### config.mk
export PLATFORM = sky130hd
export DESIGN_NAME = femtorv_mem_arbiter
export DESIGN_NICKNAME = d
export VERILOG_FILES = /design/src/rtl/femtorv_mem_arbiter.sv
export SDC_FILE = /design/constraint.sdc
export NUM_CORES = 1
export LEC_CHECK = 0
export CAP_MARGIN = 20
export CORE_MARGIN = 2
export CORE_UTILIZATION = 30
export CTS_CLUSTER_DIAMETER = 120
export DETAILED_ROUTE_END_ITERATION = 7
export PLACE_DENSITY = 0.56
export SLEW_MARGIN = 0
export SYNTH_ARGS = -nofsm -noshare
export SYNTH_HDL_FRONTEND = slang
export SYNTH_SLANG_ARGS = --single-unit
### constraint.sdc
create_clock -name clk -period 14 [get_ports clk]
set_input_delay 4.2 -clock clk [delete_from_list [all_inputs] [get_ports clk]]
set_output_delay 4.2 -clock clk [all_outputs]
set_load 0.03 [all_outputs]
### src/rtl/femtorv_mem_arbiter.sv
// Two-master arbiter in front of a single FemtoRV32-style memory port.
// Each master request is latched, serialised onto the slave, and read data is returned through a per-master holding register.
module femtorv_mem_arbiter #(
  parameter int ADDR_WIDTH = 32,
  parameter bit FIXED_PRIO = 1'b0
) (
  input  logic                  clk,
  input  logic                  reset,
  input  logic [ADDR_WIDTH-1:0] m0_addr,
  input  logic [31:0]           m0_wdata,
  input  logic [3:0]            m0_wmask,
  input  logic                  m0_rstrb,
  output logic [31:0]           m0_rdata,
  output logic                  m0_rbusy,
  output logic                  m0_wbusy,
  input  logic [ADDR_WIDTH-1:0] m1_addr,
  input  logic [31:0]           m1_wdata,
  input  logic [3:0]            m1_wmask,
  input  logic                  m1_rstrb,
  output logic [31:0]           m1_rdata,
  output logic                  m1_rbusy,
  output logic                  m1_wbusy,
  output logic [ADDR_WIDTH-1:0] s_addr,
  output logic [31:0]           s_wdata,
  output logic [3:0]            s_wmask,
  output logic                  s_rstrb,
  input  logic [31:0]           s_rdata,
  input  logic                  s_rbusy,
  input  logic                  s_wbusy,
  output logic                  err_overrun
);

  typedef enum logic [2:0] {
    IDLE  = 3'b001,
    ISSUE = 3'b010,
    WAIT  = 3'b100
  } state_t;

  state_t state, state_next;

  logic                  grant, grant_next, last_grant;
  logic                  issue, done;
  logic [1:0]            pending, is_write, strobe;
  logic [ADDR_WIDTH-1:0] req_addr  [2];
  logic [31:0]           req_wdata [2];
  logic [3:0]            req_wmask [2];
  logic [31:0]           rdata     [2];
  logic [ADDR_WIDTH-1:0] in_addr   [2];
  logic [31:0]           in_wdata  [2];
  logic [3:0]            in_wmask  [2];

  assign in_addr[0]  = m0_addr;
  assign in_addr[1]  = m1_addr;
  assign in_wdata[0] = m0_wdata;
  assign in_wdata[1] = m1_wdata;
  assign in_wmask[0] = m0_wmask;
  assign in_wmask[1] = m1_wmask;

  // A nonzero wmask makes the strobe a write even if rstrb is also high.
  assign strobe = {m1_rstrb | (|m1_wmask), m0_rstrb | (|m0_wmask)};

  assign m0_rdata = rdata[0];
  assign m1_rdata = rdata[1];
  assign m0_rbusy = pending[0] & ~is_write[0];
  assign m0_wbusy = pending[0] &  is_write[0];
  assign m1_rbusy = pending[1] & ~is_write[1];
  assign m1_wbusy = pending[1] &  is_write[1];

  always_comb begin
    state_next = state;
    grant_next = grant;
    issue      = 1'b0;
    done       = 1'b0;
    case (state)
      IDLE: begin
        if (|pending) begin
          issue      = 1'b1;
          state_next = ISSUE;
          if (pending == 2'b11) begin
            grant_next = FIXED_PRIO ? 1'b0 : ~last_grant;
          end else begin
            grant_next = pending[1];
          end
        end else begin
          state_next = IDLE;
        end
      end
      ISSUE: begin
        state_next = WAIT;
      end
      WAIT: begin
        if (!s_rbusy && !s_wbusy) begin
          done       = 1'b1;
          state_next = IDLE;
        end else begin
          state_next = WAIT;
        end
      end
      default: begin
        state_next = IDLE;
      end
    endcase
  end

  always_ff @(posedge clk or posedge reset) begin
    if (reset) begin
      state <= IDLE;
    end else begin
      state <= state_next;
    end
  end

  always_ff @(posedge clk or posedge reset) begin
    if (reset) begin
      grant       <= 1'b0;
      last_grant  <= 1'b0;
      s_addr      <= '0;
      s_wdata     <= 32'h0000_0000;
      s_wmask     <= 4'b0000;
      s_rstrb     <= 1'b0;
      pending     <= 2'b00;
      is_write    <= 2'b00;
      err_overrun <= 1'b0;
      for (int i = 0; i < 2; i++) begin
        req_addr[i]  <= '0;
        req_wdata[i] <= 32'h0000_0000;
        req_wmask[i] <= 4'b0000;
        rdata[i]     <= 32'h0000_0000;
      end
    end else begin
      // Slave strobes are single-cycle pulses; address and data stay put until the next grant.
      if (issue) begin
        grant      <= grant_next;
        last_grant <= grant_next;
        s_addr     <= req_addr[grant_next];
        s_wdata    <= req_wdata[grant_next];
        s_wmask    <= is_write[grant_next] ? req_wmask[grant_next] : 4'b0000;
        s_rstrb    <= ~is_write[grant_next];
      end else begin
        s_wmask <= 4'b0000;
        s_rstrb <= 1'b0;
      end
      for (int i = 0; i < 2; i++) begin
        // Completion takes precedence, so a strobe on the completion edge is an overrun.
        if (done && (grant == i[0])) begin
          pending[i] <= 1'b0;
          if (!is_write[i]) begin
            rdata[i] <= s_rdata;
          end
        end else if (strobe[i] && !pending[i]) begin
          pending[i]   <= 1'b1;
          is_write[i]  <= |in_wmask[i];
          req_addr[i]  <= in_addr[i];
          req_wdata[i] <= in_wdata[i];
          req_wmask[i] <= in_wmask[i];
        end
        if (strobe[i] && pending[i]) begin
          err_overrun <= 1'b1;
        end
      end
    end
  end

endmodule

==> results_dict.tcl, run 1 <==
set metrics [dict create \
    power_density_nw_per_um2 237 \
    avgRoutedWirePerCell_um 17.6 \
    path_class "in2reg" \
    fin_worst_skew_ns 0.0141 \
    dp_hpwl_um 19400 \
    yosys_warnings 0 \
    dp.cells 1623 \
    grt_pass1_vias 7995 \
    area_delta_synth_final_pct 39.9 \
    max_freq_mhz 155 \
    die_y_um 198 \
    die_w_um 198 \
    rsz0062_at_grt "false" \
    synth.cell_area_um2 11300 \
    maxCapViolCount 0 \
    slowest_stage "buf_4" \
    ctsHoldBuffers 0 \
    grt_max_degree 159 \
    viasPerCell 4.49 \
    core_um2 37400 \
    synth_edf_count 0 \
    placed_cell_area_um2 14800 \
    cts_tree "yes" \
    fin_cells 1683 \
    drc_errors 0 \
    cts.sinks 278 \
    setup_viol 0 \
    vias 7564 \
    grt_util_met2_pct 23.9 \
    start_util_pct 30.2 \
    leakage_nw 6.74 \
    portBuffers 311 \
    place_ws_ns 6.92 \
    setup_tns_ns 0 \
    grtUsageTotal_pct 14.9 \
    antenna_found_initial 5 \
    synth_nets 1021 \
    final_hold_viol_count 0 \
    max_stage_delay_ns 0.70 \
    grt.overflow.total 0 \
    arrival_ns 6.91 \
    setup_slack_ns 7.53 \
    cts.clk_slew.worst_paths_ns 0.06 \
    crit_buf_inv 2 \
    clock_latency_ns 0.55 \
    drtIter0Drc 344 \
    drive_gt1_share_pct 17.4 \
    whs_ns 0.483 \
    path_cells "clkdlybuf4s50_1 > nor4b_4 > a31oi_2 > and2_4 > buf_4 > mux2_2" \
    io_pins 312 \
    synth_seq_cells 278 \
    drv_slew 0 \
    grt_use_met3_pct 5.96 \
    async_flop_share_pct 100 \
    grt_pass1_wl_um 45300 \
    required_ns 14.43 \
    syn_area_per_cell_um2 13.4 \
    cts_resized 0 \
    period_share_pct 46.2 \
    cts_buffer_depth 3 \
    worstSetupEndpointType "flip-flop" \
    hold_path_class "reg2reg" \
    post_cts_buffers 0 \
    gp_congestion 0.707 \
    crit_family "buffers and inverters" \
    tightest_slew_ns 1.09 \
    dr.pass1.iters 4 \
    htreeDepth 1 \
    die-area_um2 39300 \
    met1_usage_pct 18.6 \
    numCtsBuffers 31 \
    seq_area_um2 6960 \
    multiInputGateArea_um2 3980 \
    cp_max_fo 37 \
    fillers 3563 \
    syn-instance-count 847 \
    status "complete, no violations" \
    startpoint_type "input port" \
    yosysUniqueCellTypes 38 \
    finalNetCount 1319 \
    grt-busiest-layer "met2" \
    min_period_ns 6.47 \
    stdcell_area_um2 15800 \
    drt.antenna.violating_nets 0 \
    slew_headroom_pct 27.1 \
    peakVddDrop_mv 0.160 \
    rows 71 \
    drt-total-wl_um 29600 \
    yosys_most_used_dff "dfrtp_1" \
    cts-root-buf "clkbuf_16" \
    seq_area_frac_synth_pct 61.5 \
]
final timing paths:
path                         startpoint            to  slack [ns]  depth (start not counted)
min in group asynchronous         reset  m1_rdata[31]        4.22                          2
max reg2reg                    state[0]    s_wdata[3]       11.04                          6
min reg2reg                req_addr[18]  req_addr[18]        0.48                          1
min                        req_addr[18]  req_addr[18]        0.48                          1
max                             s_rbusy  req_addr[61]        7.53                          6
max in group asynchronous         reset   m1_rdata[2]        8.35                          3
per-stage QoR:
stage / util [%] / power (mW)
after floorplan: - / 2.39
after global placement: 39.5 / 2.95
after detailed placement: 39.5 / 2.98
after CTS: 42.3 / 3.82
after global routing: 42.3 / 4.02
final: 42.3 / 3.75
sequential cells by signal, indices dropped and copies added (netlist names):
signal / count
state: 3
last_grant: 1
m1_rdata: 32
req_wmask: 8
req_addr: 64
req_wdata: 64
err_overrun: 1
s_wdata: 32
m0_rdata: 32
is_write: 2
pending: 2
s_rstrb: 1
s_addr: 32
s_wmask: 4
power by group:
group          total, mW  internal [mW]  switching, mW
clock network      0.813          0.491          0.322
registers           1.38           1.17          0.208
logic               1.56          0.687          0.873
total               3.75           2.35           1.40
area by class of cell:
class	instances	share of cell area (%)
repair buffers	317	20.0
clock inverters	8	0.427
well taps	511	4.04
flip-flops and latches	278	44.0
clock buffers	49	6.15
inverters	6	0.206
multi-input cells	511	25.1
diodes	3	0.0474
Yosys cell counts (all sizes together) (3+ instances only):
cell | number | share of area (%)
nand3 | 9 | 0.40
clkbuf | 13 | 0.43
a31oi | 66 | 3.8
dfrtp | 277 | 61
inv | 5 | 0.17
buf | 39 | 2.9
a22o | 8 | 0.62
mux2 | 193 | 21
nor2 | 68 | 2.3
nand2 | 136 | 4.5
and2 | 4 | 0.22
nor4 | 3 | 0.30
a21oi | 5 | 0.22
per-layer routing:
layer  wire length [µm]  vias to the layer above
met4                617                        4
met1              12600                     3740
met3               3140                       48
met5                 19                        -
met2              13200                      233
li1                   -                     3539
cells in the final DEF (no fill, tap or decap), types with 2 or more instances in the layout:
master / count
diode_2: 3
nor4_1: 2
a21oi_1: 5
clkbuf_8: 13
mux2_4: 60
nand2_1: 136
o21a_1: 2
mux2_2: 71
nor2_1: 67
a22o_1: 8
a31oi_1: 64
nand3_1: 9
buf_4: 5
clkinv_2: 6
and2_4: 2
and2_1: 2
clkdlybuf4s50_1: 311
clkbuf_1: 5
mux2_1: 62
nor2b_1: 2
inv_1: 3
dfrtp_1: 277
a31oi_2: 2
nand2b_1: 2
clkbuf_16: 31
logic make-up (layout without fill, tap and decap cells):
family	Yosys count	in the layout	synth area share, %
and+or+nand+nor	230	230	8.54
AOI/OAI and AO/OA	88	88	5.26
DFF	278	278	61.5
buffers and inverters	58	380	3.49
other	0	3	0
muxes	193	193	21.2
Note: power is estimated with default switching activity, not from simulation.
==> run 2: changes to the inputs <==
==> constraint.sdc (replaced) <==
create_clock -name clk -period 6.15 [get_ports clk]
set_input_delay 1.845 -clock clk [delete_from_list [all_inputs] [get_ports clk]]
set_output_delay 1.845 -clock clk [all_outputs]
set_load 0.03 [all_outputs]
==> run 2 against run 1 <==
Net effect:
- routed wire length increased by 2.0%
- via count increased by 0.79%
- critical path depth unchanged
- sequential share of layout area decreased by 0.47 points
- non-clock buffer count increased by 4
- register-to-register slack got worse by 7.9 ns
- worst hold slack improved by 0.00077 ns
- critical endpoint is now req_wdata[63]
==> results_dict.tcl, run 2 (same netlist as run 1, synthesis figures left out) <==
set metrics [dict create \
    die_y_um 198 \
    hold_depth 1 \
    path_class "in2reg" \
    hold_end "req_wdata[5]" \
    numCtsBuffers 34 \
    min_period_ns 4.07 \
    antenna_found_initial 5 \
    grtUsageTotal_pct 15.5 \
    die-area_um2 39300 \
    cp_max_fo 43 \
    drtIter0Drc 212 \
    core_um2 37400 \
    cts_resized 0 \
    cts-root-buf "clkbuf_16" \
    dr.pass1.iters 4 \
    htreeDepth 2 \
    die_w_um 198 \
    final_common_cell "clkdlybuf4s50_1" \
    cts.clk_slew.worst_paths_ns 0.06 \
    period_share_pct 66.2 \
    cts_buffer_depth 3 \
    required_ns 6.54 \
    gp_congestion 0.715 \
    maxCapViolCount 0 \
    final_cell_mix "311 x clkdlybuf4s50_1, 277 x dfrtp_1, 136 x nand2_1" \
    drc_errors 0 \
    start_util_pct 30.2 \
    grt_max_degree 147 \
    r2r-end "s_addr[25]" \
    drt-total-wl_um 30200 \
    hold_start "req_wdata[5]" \
    grt.overflow.total 0 \
    worstSetupEndpointType "flip-flop" \
    reg2reg_depth 5 \
    clock_latency_ns 0.51 \
    ctsHoldBuffers 0 \
    peakVddDrop_mv 0.296 \
    r2r-start "state[0]" \
    hold_path_class "reg2reg" \
    area_delta_synth_final_pct 41.4 \
    finalPower_mw 8.72 \
    final_hold_viol_count 0 \
    fin_worst_skew_ns 0.0154 \
    slew_headroom_pct 36.6 \
    io_pins 312 \
    cts.sinks 278 \
    multiInputGateArea_um2 3980 \
    startpoint_type "input port" \
    dp_hpwl_um 19800 \
    status "complete, no violations" \
    top_regs "req_addr: 64 flops, req_wdata: 64 flops" \
    finalNetCount 1326 \
    power_density_nw_per_um2 545 \
    post_cts_buffers 0 \
    max_stage_delay_ns 0.83 \
    setup_viol 0 \
    arrival_ns 4.46 \
    rows 71 \
    setup_tns_ns 0 \
    tightest_slew_ns 0.950 \
    max_freq_mhz 246 \
    path_cells "clkdlybuf4s50_1 > nor4b_4 > a31oi_2 > and2_4 > buf_4 > mux2_2" \
    rsz0062_at_grt "false" \
    leakage_nw 6.82 \
    drt.antenna.violating_nets 0 \
    rrSetupSlack_ns 3.12 \
    drv_slew 0 \
    portBuffers 311 \
    avgRoutedWirePerCell_um 17.9 \
    cts_tree "yes" \
    seq_area_um2 6960 \
    grt_pass1_wl_um 46800 \
    grt_pass1_vias 7940 \
    vias 7624 \
    fillers 3484 \
    viasPerCell 4.51 \
    drive_gt1_share_pct 18.0 \
    slowest_stage "and2_4" \
]
## run 2: cell count changes in the layout (fill, tap and decap cells not counted)
cell / delta
buf_16: +1
buf_12: +2
clkinvlp_4: +1
buf_4: +1
inv_8: -1
clkinv_2: +3
clkinv_4: +1
clkbuf_8: -5
diode_2: -2
clkbuf_16: +6
## run 2: final cells by class
type	instances	share of cell area, %
Sequential cell	278	43.5
Timing Repair Buffer	321	20.3
Inverter	6	0.180
Multi-Input combinational cell	511	24.9
Antenna cell	1	0.0156
Clock inverter	12	0.571
Clock buffer	50	6.59
Tap cell	511	4.00
## run 2: power breakdown
group	internal (mW)	total [mW]	switching, mW	leakage, nW
Sequential	2.67	3.15	0.483	3.34
Clock	1.23	2.02	0.784	0.573
Combinational	1.57	3.55	1.99	2.91
## run 2: worst max-delay path, delay by kind of cell
family | cells | cell delay, ns
compound gates | 1 | 0.37
simple gates | 2 | 0.91
buf+inv | 2 | 0.95
mux | 1 | 0.36
## run 2: metrics by stage
stage / util [%] / hold slack [ns] / setup WS, ns / instance area [µm²] / cells
final: 42.8 / 0.484 / 2.08 / 16000 / 1690
after CTS: 42.6 / 0.487 / 2.06 / 16000 / 1687
after floorplan: - / 0.458 / 0.626 / 11300 / 847
after global placement: 39.6 / 0.467 / 1.58 / 14800 / 1625
after detailed placement: 39.6 / 0.473 / 1.51 / 14800 / 1625
after global routing: 42.8 / 0.498 / 1.92 / 16000 / 1689
## run 2: per-layer routing
layer	part of all wire [%]	global-route usage, %	up-vias
li1	-	-	3558
met1	42	19.3	3780
met2	46	25.3	240
met3	9.5	5.86	42
met4	1.9	4.29	4
met5	0.073	0	-
## run 2: worst max path at each step
| stage | to | start | slack (ns) |
|---|---|---|---|
| 3_3_place_gp | req_addr[63] | s_rbusy | 1.58 |
| 4_1_cts | req_wdata[63] | s_wbusy | 2.06 |
| 3_5_place_dp | req_wdata[63] | s_wbusy | 1.51 |
| 6_report | req_wdata[63] | s_wbusy | 2.08 |
| 5_1_grt | req_wdata[63] | s_wbusy | 1.92 |
| 2_1_floorplan | err_overrun | reset | 0.63 |
==> run 3: changes to the inputs <==
==> constraint.sdc (replaced) <==
create_clock -name clk -period 3.95 [get_ports clk]
set_input_delay 1.185 -clock clk [delete_from_list [all_inputs] [get_ports clk]]
set_output_delay 1.185 -clock clk [all_outputs]
set_load 0.03 [all_outputs]
==> run 3 against run 2 <==
Net effect:
- register-to-register slack got worse by 1.8 ns
- clock power increased by 42%
- routed wire length increased by 0.83%
- final cell count increased by 0.30%
- die area unchanged
- design area increased by 0.20%
- combinational power increased by 58%
- via count about the same
- sequential share of layout area decreased by 0.088 points
- core utilization increased by 0.087 points
- critical path type is now reg2out
==> results_dict.tcl, run 3 (same netlist as run 1, synthesis figures left out) <==
set metrics [dict create \
    status "complete, no violations" \
    drtIter0Drc 303 \
    viasPerCell 4.50 \
    grtUsageTotal_pct 15.3 \
    top_regs "req_addr: 64 flops, req_wdata: 64 flops" \
    crit_buf_inv 1 \
    setup_tns_ns 0 \
    die_w_um 198 \
    dp.cells 1635 \
    arrival_ns 2.00 \
    whs_ns 0.482 \
    cts_tree "yes" \
    start_util_pct 30.2 \
    setup_viol 0 \
    die_y_um 198 \
    gp_congestion 0.749 \
    fin_cells 1695 \
    finalNetCount 1331 \
    grt.overflow.total 0 \
    power_density_nw_per_um2 834 \
    tightest_slew_ns 0.941 \
    crit_family "buffers and inverters" \
    drt.antenna.violating_nets 0 \
    drv_slew 0 \
    max_stage_delay_ns 0.72 \
    cts.sinks 278 \
    drive_gt1_share_pct 18.2 \
    htreeDepth 1 \
    path_class "reg2out" \
    slowest_stage "clkdlybuf4s50_1" \
    dr.pass1.iters 4 \
    peakVddDrop_mv 0.494 \
    cp_max_fo 9 \
    area_delta_synth_final_pct 41.7 \
    antenna_found_initial 2 \
    min_period_ns 3.18 \
    fillers 3480 \
    max_freq_mhz 314 \
    hold_path_class "reg2reg" \
    stdcell_area_um2 16000 \
    grt_pass1_vias 8020 \
    clock_latency_ns 0.56 \
    final_common_cell "clkdlybuf4s50_1" \
    rsz0062_at_grt "false" \
    required_ns 2.76 \
    dp_hpwl_um 20800 \
    cts_buffer_depth 3 \
    finalPower_mw 13.4 \
    startpoint_type "flip-flop" \
    fin_worst_skew_ns 0.00773 \
    io_pins 312 \
    portBuffers 311 \
    period_share_pct 80.6 \
    path_cells "and2_1 > clkdlybuf4s50_1" \
    final_hold_viol_count 0 \
    leakage_nw 6.83 \
    avgRoutedWirePerCell_um 18.0 \
    drt-total-wl_um 30500 \
    grt_max_degree 88 \
    final_cell_mix "311 x clkdlybuf4s50_1, 277 x dfrtp_1, 136 x nand2_1" \
    vias 7625 \
    slew_headroom_pct 37.2 \
    ctsHoldBuffers 0 \
    grt_pass1_wl_um 46900 \
    post_cts_buffers 0 \
    numCtsBuffers 31 \
    cts-root-buf "clkbuf_16" \
    core_um2 37400 \
    cts.clk_slew.worst_paths_ns 0.06 \
    cts_resized 0 \
    maxCapViolCount 0 \
    die-area_um2 39300 \
    placed_cell_area_um2 15000 \
    worstSetupEndpointType "primary output" \
    drc_errors 0 \
    rows 71 \
]
==> run 3: changes by cell type in the layout (fill, tap and decap cells not counted), sizes merged <==
cell,previous run,this run
diode,1,3
clkinv,10,9
buf,10,18
clkbuf,50,47
clkinvlp,2,1
==> run 3: power breakdown <==
group | internal [mW] | switching (mW)
Sequential | 4.15 | 0.753
Combinational | 2.47 | 3.13
Clock | 1.70 | 1.16
Total | 8.32 | 5.05
==> run 3: final timing paths <==
path	startpoint	slack [ns]	to	cells past startpoint
max	is_write[1]	0.77	m1_wbusy	2
min	req_wdata[13]	0.48	req_wdata[13]	1
max reg2reg	state[0]	1.34	s_addr[14]	6
min reg2reg	req_wdata[13]	0.48	req_wdata[13]	1
max in group asynchronous	reset	2.31	req_addr[30]	3
min in group asynchronous	reset	0.90	s_addr[16]	2
==> run 3: cell type report <==
type / instances / area (µm²) / area share [%]
diodes: 3 / 7.51 / 0.0468
clock buffers: 47 / 946 / 5.90
clock inverters: 10 / 75.1 / 0.468
inverters: 6 / 28.8 / 0.179
multi-input cells: 511 / 3980 / 24.8
flip-flops and latches: 278 / 6960 / 43.4
well taps: 511 / 639 / 3.99
repair buffers: 329 / 3400 / 21.2
==> run 3: layer usage <==
metal / track usage (%) / share of wire (%) / up-vias
met5: 0 / 0 / -
met4: 3.95 / 1.9 / 0
met3: 5.45 / 9.6 / 40
met2: 24.5 / 45 / 257
met1: 19.7 / 44 / 3769
li1: - / - / 3559
==> run 3: per-stage QoR <==
step / setup slack, ns / utilization, %
global placement: 0.564 / 40.1
detailed placement: 0.509 / 40.1
CTS: 0.709 / 42.8
global route: 0.641 / 42.8
finish: 0.767 / 42.9
floorplan: -0.914 / -
